**src/rtl/dac_pkg.sv**
```systemverilog
// Shared definitions for the sigma-delta DAC path: oversampling and accumulator
// width helpers, plus the signed sample range used by interpolator and modulator.
`timescale 1ns/1ps
package dac_pkg;

    localparam int DAC_BW = 16;
    localparam logic signed [DAC_BW-1:0] SAMPLE_MIN = 16'sh8000;
    localparam logic signed [DAC_BW-1:0] SAMPLE_MAX = 16'sh7FFF;

    function automatic int osr_of(input int log2_osr);
        return 1 << log2_osr;
    endfunction

    // Accumulator holds prev*OSR plus up to OSR-1 steps of diff.
    function automatic int acc_width(input int bw, input int log2_osr);
        return bw + log2_osr;
    endfunction

endpackage

```
**src/rtl/dac_in_buf.sv**
```systemverilog
// One-entry input holding register. Valid/ready: a word moves when
// in_valid_i && in_ready_o on a rising edge; in_ready_o is simply !buf_valid_o.
`timescale 1ns/1ps
module dac_in_buf #(
    parameter int BW = 16
) (
    input  logic          clk_i,
    input  logic          rst_i,
    input  logic [BW-1:0] in_data_i,
    input  logic          in_valid_i,
    output logic          in_ready_o,
    input  logic          consume_i,
    output logic [BW-1:0] buf_data_o,
    output logic          buf_valid_o
);

    assign in_ready_o = !buf_valid_o;

    // Consume only happens while full and accept only while empty, so they never collide.
    always_ff @(posedge clk_i or negedge rst_i) begin
        if (!rst_i) begin
            buf_data_o  <= '0;
            buf_valid_o <= 1'b0;
        end else if (consume_i) begin
            buf_valid_o <= 1'b0;
        end else if (in_valid_i && in_ready_o) begin
            buf_data_o  <= in_data_i;
            buf_valid_o <= 1'b1;
        end
    end

endmodule

```
**src/rtl/dac_lin_interp.sv**
```systemverilog
// Linear-interpolating upsampler feeding the sigma-delta modulator: ramps from
// prev to next over OSR clocks, one registered output sample per clock.
`timescale 1ns/1ps
module dac_lin_interp
    import dac_pkg::*;
#(
    parameter int BW       = 16,
    parameter int LOG2_OSR = 4
) (
    input  logic                clk_i,
    input  logic                rst_i,
    input  logic [BW-1:0]       in_data_i,
    input  logic                in_valid_i,
    output logic                in_ready_o,
    input  logic                clr_under_i,
    output logic [BW-1:0]       sample_o,
    output logic [LOG2_OSR-1:0] phase_o,
    output logic                underrun_o
);

    localparam int OSR = osr_of(LOG2_OSR);
    localparam int AW  = acc_width(BW, LOG2_OSR);

    logic signed [BW-1:0]   prev_q;
    logic signed [BW-1:0]   next_q;
    logic signed [AW-1:0]   acc_q;
    logic signed [AW-1:0]   diff;
    logic [LOG2_OSR-1:0]    phase_q;
    logic [BW-1:0]          buf_data;
    logic                   buf_valid;
    logic                   boundary;
    logic                   consume;

    dac_in_buf #(.BW(BW)) u_in_buf (
        .clk_i       (clk_i),
        .rst_i       (rst_i),
        .in_data_i   (in_data_i),
        .in_valid_i  (in_valid_i),
        .in_ready_o  (in_ready_o),
        .consume_i   (consume),
        .buf_data_o  (buf_data),
        .buf_valid_o (buf_valid)
    );

    assign boundary = (phase_q == LOG2_OSR'(OSR - 1));
    assign consume  = boundary && buf_valid;
    assign diff     = $signed({{LOG2_OSR{next_q[BW-1]}}, next_q})
                    - $signed({{LOG2_OSR{prev_q[BW-1]}}, prev_q});

    // acc = prev*OSR + phase*diff, so its top BW bits are floor-interpolated.
    always_ff @(posedge clk_i or negedge rst_i) begin
        if (!rst_i) begin
            prev_q  <= '0;
            next_q  <= '0;
            acc_q   <= '0;
            phase_q <= '0;
        end else if (boundary) begin
            phase_q <= '0;
            prev_q  <= next_q;
            acc_q   <= $signed({next_q, {LOG2_OSR{1'b0}}});
            if (buf_valid) begin
                next_q <= $signed(buf_data);
            end
        end else begin
            phase_q <= phase_q + 1'b1;
            acc_q   <= acc_q + diff;
        end
    end

    // An underrun in the same cycle as a clear request wins.
    always_ff @(posedge clk_i or negedge rst_i) begin
        if (!rst_i) begin
            underrun_o <= 1'b0;
        end else if (boundary && !buf_valid) begin
            underrun_o <= 1'b1;
        end else if (clr_under_i) begin
            underrun_o <= 1'b0;
        end
    end

    assign sample_o = acc_q[AW-1:LOG2_OSR];
    assign phase_o  = phase_q;

endmodule
```
**config.mk**
```make
export PLATFORM = sky130hd
export DESIGN_NAME = dac_lin_interp
export DESIGN_NICKNAME = d
export VERILOG_FILES = /design/src/rtl/dac_pkg.sv /design/src/rtl/dac_in_buf.sv /design/src/rtl/dac_lin_interp.sv
export SDC_FILE = /design/constraint.sdc
export NUM_CORES = 1
export LEC_CHECK = 0
export BUFFER_PORTS_ARGS = -buffer_cell sky130_fd_sc_hd__buf_2
export CAP_MARGIN = 20
export CORE_UTILIZATION = 44
export DETAILED_ROUTE_END_ITERATION = 12
export PLACE_DENSITY_LB_ADDON = 0.1
export SLEW_MARGIN = 20
export SYNTH_ARGS = -nofsm -noshare
export SYNTH_HDL_FRONTEND = slang
export SYNTH_SLANG_ARGS = --single-unit
```
**constraint.sdc**
```tcl
create_clock -name clk_i -period 6.5 [get_ports clk_i]
set_input_delay 0.975 -clock clk_i [delete_from_list [all_inputs] [get_ports clk_i]]
set_output_delay 0.975 -clock clk_i [all_outputs]
set_load 0.005 [all_outputs]
```
# Word level (Yosys, flattened, before mapping)
# Cells that the tools add are included.
# Widths: inputs -> output; s select.
# classes
mux,6
n_reduce_logical,8
n_eq_ne,1
bitwise_logic,1
addsub,3
# ops
cell,count
$add 20x17->20,1
$mux 20,1
$sub 16x16->17,1
$add 4x1->4 const B,1
$eq 4x4->1 const B,1
$mux 1,4
$mux 4,1
$reduce_and 2->1,2
$reduce_bool 2->1,2
$logic_and 1x1->1,3
$logic_not 1->1,1
$not 1->1,1
# word_totals
register_bits,74
out_inout_bits,22

# Logic depth before layout (Yosys ltp)
# depth
word_depth,4
ltp_mapped,12

# Modules after synthesis
# A second synthesis with hierarchy kept.
# unflattened
cells_unflattened,467
hier_area_um2,4481.8
# modules_own_cells
module,area_each_um2,cells_each,seq_area_each_um2,n_inst
dac_lin_interp,3831.2,429,1426.4,1
dac_in_buf,650.6,38,425.4,1

# Least setup slack after synthesis
# Ideal clock, no wire load.
# synth_path
path_type,register to register
from,register acc_q[4]
to,register acc_q[15]
arrival_ns,2.458
setup_ns,0.087
setup_slack_ns,3.956
path_stages_with_launch,11
t_required_ns,6.413
path_buffers,0
path_cell_list,dfrtp_1 -> inv_1 -> fa_1 -> inv_1 -> ha_1 -> and2_4 -> a221oi_2 -> a211o_1 -> nand3_1 -> o21a_1 -> o211ai_1
# synth_between
elab_chain_cells,2
# synth_lines
item,line,rtl
"start, declared",dac_lin_interp.sv:26,logic signed [AW-1:0] acc_q;
"start signal, assigned",dac_lin_interp.sv:60,"acc_q <= $signed({next_q, {LOG2_OSR{1'b0}}});"
"start signal, assigned",dac_lin_interp.sv:66,acc_q <= acc_q + diff;
$add 20x17->20,dac_lin_interp.sv:66,
$mux 20,dac_lin_interp.sv:57,end else if (boundary) begin
# No other way between the ends.
# A chain may end at the register's enable or synchronous reset.

# Final worst setup path
# Ends and elaborated chain as after synthesis.

==> impl_summary.log <==
[metrics] arrival time of the worst setup path: 3100 ps
[metrics] endpoints failing setup: 0
[metrics] synth unique cells: 45
[metrics] pin count of the biggest net entering global routing: 75
[metrics] Post-DRT Antenna Nets: 0
[metrics] P_sw: 1180 µW
[metrics] count of hold-fix buffers inserted at cts: 0
[metrics] Tmin final: 2840 ps
[metrics] part of the total power dissipated in sequential elements: 0.248
[metrics] number of antenna violations at the first check in global routing: 0
[metrics] final HPWL from detailed placement: 6030 µm
[metrics] Die Height: 101 µm
[metrics] I/O Pins: 42
[metrics] Via density: 4.89
[metrics] worst clock skew: 12.7 ps
[metrics] commonest cells after routing, fill and taps aside: sky130_fd_sc_hd__inv_1 (76), sky130_fd_sc_hd__dfrtp_1 (74), sky130_fd_sc_hd__nand2_1 (61), sky130_fd_sc_hd__buf_2 (40), sky130_fd_sc_hd__mux2_2 (32)
[metrics] maximum clock path buffer count: 2
[metrics] CTS H-tree lvls: 3
[metrics] type of the worst min-delay path: register to register
[metrics] power density normalized to cell area: 559 nW/µm²
[metrics] most common cell after layout, fill and taps aside: sky130_fd_sc_hd__inv_1
[metrics] Syn-to-layout area delta: 10.1%
[metrics] final hold violation count: 0
[metrics] initial core utilization: 0.463
[metrics] fmax: 0.353 GHz
[metrics] detail-routed net length per standard cell: 13.8 µm
[metrics] # rows: 35
[metrics] First-pass DRT Iterations: 6
[metrics] category of the most critical setup path: register to register
[metrics] post-CTS clock slew at the launch and capture registers of the worst setup and hold paths: 90 ps
[metrics] routability-driven placement congestion ratio: 0.877
[metrics] top_reg_cell synth: sky130_fd_sc_hd__dfrtp_1
[metrics] share of async-settable or async-resettable flops after synthesis: 1.00
[metrics] kind of launch point of the worst setup path: register
[metrics] utilization of the core after routing: 0.509
[metrics] total of flip-flops plus latches after synthesis: 74
[metrics] largest fanout on the critical path: 4
[metrics] initial drt markers: 85
[metrics] nets@finish: 527
[metrics] via count of the first global-routing pass: 2912
[metrics] total of fill cells in the finished design: 902
[metrics] setup repair after global routing missed its margin: no
[metrics] IO Port Bufs: 41
[metrics] footprint of the flip-flops and latches: 1850 µm²
[metrics] Mapped Cells: 436
[metrics] multi-input gate area in the final layout: 2060 µm²
[metrics] Residual DRC: 0
[metrics] DIE WIDTH: 101 µm
[metrics] leakage power figure: 0.00243 µW
[metrics] first-pass GRT wire length: 14300 µm
[metrics] clock latency on the worst-skew pair: 350 ps
[metrics] mean cell area of the mapped netlist: 9.99 µm²
[metrics] number of diodes: 0
[metrics] slew of the pin with the lowest slew margin: 944 ps
[metrics] Core Area: 9420 µm²
[metrics] clock root buffer master: sky130_fd_sc_hd__clkbuf_8
[metrics] Period Utilization, post-route: 0.436
[metrics] final-report max-slew violation count: 0
[metrics] EDFF count, synth: 0
[metrics] setup TNS: 0 ps
[metrics] total vias in the final route: 2933
[metrics] clk sinks: 74
[metrics] relative slew slack: 0.371
[metrics] drt total wl: 8310 µm
[metrics] number of resized instances in the post-cts repair step: 0
[metrics] required time worst endpoint: 6760 ps
[metrics] Synth Warn #: 0
[metrics] max_cap viols: 0
[metrics] Synth Net Count: 497
[metrics] sequential cell area fraction in the yosys report: 0.425
[metrics] switch share: 0.441
[metrics] critical path endpoint category: register
[metrics] Logic pwr share: 0.615
[metrics] GRT Util Overall: 0.183
[metrics] total congestion overflow after global routing: 0
[metrics] Max rail drop VDD: 185 µV
[metrics] proportion of layout cells with a drive suffix above 1: 0.208
[metrics] Clk pwr share: 0.138
[metrics] number of buffers inserted during clock tree synthesis: 9
[metrics] Post-Syn Area: 4360 µm²
[metrics] die area: 10300 µm²
[metrics] CTS tree: yes
[metrics] Cell Int Power: 1500 µW
[metrics] post-CTS setup repair buffer count: 0
[metrics] status: finished, final reports clean
## power by group through the flow
stage,clock (µW),combinational [µW],sequential [µW]
after CTS,378,1660,667
after global placement,0,1620,672
after floorplan,0,1360,650
after detailed placement,0,1640,676
final,369,1650,663
after global routing,398,1910,679
## cells in the mapped netlist, drive strengths merged, types with 8 or more instances
library cell   n  share of area
nor2          13          0.011
mux2          32          0.083
o21ai         19          0.022
nand2         61          0.053
xor2           8          0.016
dfrtp         74           0.43
inv           76          0.065
ha            22          0.063
fa            19          0.087
buf           20          0.032
a21oi         17          0.020
## logic make-up (layout without fill, tap and decap cells)
logic type | after synthesis | in the layout | share of synthesized area
simple gates | 103 | 103 | 0.108
buf+inv | 101 | 136 | 0.101
flops | 74 | 74 | 0.425
compound gates | 70 | 70 | 0.102
fa+ha+maj | 41 | 41 | 0.151
mux | 32 | 32 | 0.0827
xor+xnor | 15 | 15 | 0.0302
## critical path, stage by stage, from the launching register on
cell and delay (ps):
sky130_fd_sc_hd__dfrtp_1 340, sky130_fd_sc_hd__inv_1 50, sky130_fd_sc_hd__fa_1 530, sky130_fd_sc_hd__inv_1 40, sky130_fd_sc_hd__ha_1 350, sky130_fd_sc_hd__and2_4 200, sky130_fd_sc_hd__a221oi_2 320, sky130_fd_sc_hd__a211o_1 230
sky130_fd_sc_hd__nand3_1 200, sky130_fd_sc_hd__o21a_1 260, sky130_fd_sc_hd__o211ai_1 220
## sequential cells by signal, summed over array words and instances, names as in the netlist
name	flops
phase_o	4
acc_q	20
underrun_o	1
u_in_buf.buf_valid_o	1
next_q	16
u_in_buf.buf_data_o	16
prev_q	16
## path summary, 6_finish.rpt
path / startpoint / end / slack [ps] / cells past startpoint
max in group asynchronous: rst_i / acc_q[11] / 5140 / 1
min in group asynchronous: rst_i / acc_q[0] / 770 / 1
setup / recovery: acc_q[4] / acc_q[15] / 3660 / 10
hold reg to reg: prev_q[0] / prev_q[0] / 500 / 2
setup reg to reg: acc_q[4] / acc_q[15] / 3660 / 10
hold / removal: prev_q[0] / prev_q[0] / 500 / 2
## routing by layer
layer,part of all wire,up-vias,global-route usage
met4,0.014,0,0.0569
met5,0,-,0
met1,0.52,1401,0.273
met3,0.038,12,0.0373
li1,-,1460,-
met2,0.43,60,0.267
## metrics by stage
step | hold WS [ps] | std cells | setup WS [ps] | total power, µW | area (µm²)
finish | 504 | 600 | 3660 | 2680 | 4790
global route | 516 | 600 | 3450 | 2980 | 4790
CTS | 491 | 600 | 3680 | 2700 | 4790
detailed placement | 470 | 584 | 3700 | 2320 | 4590
global placement | 466 | 584 | 3710 | 2300 | 4590
floorplan | 452 | 436 | 3960 | 2010 | 4360
## layout make-up
type                    instances  area share
clock buffers                   9      0.0258
clock inverters                 7      0.0164
inverters                      76      0.0595
multi-input cells             261       0.430
flip-flops and latches         74       0.386
well taps                     129      0.0337
repair buffers                 44      0.0480
Note: power is estimated with default switching activity, not from simulation.
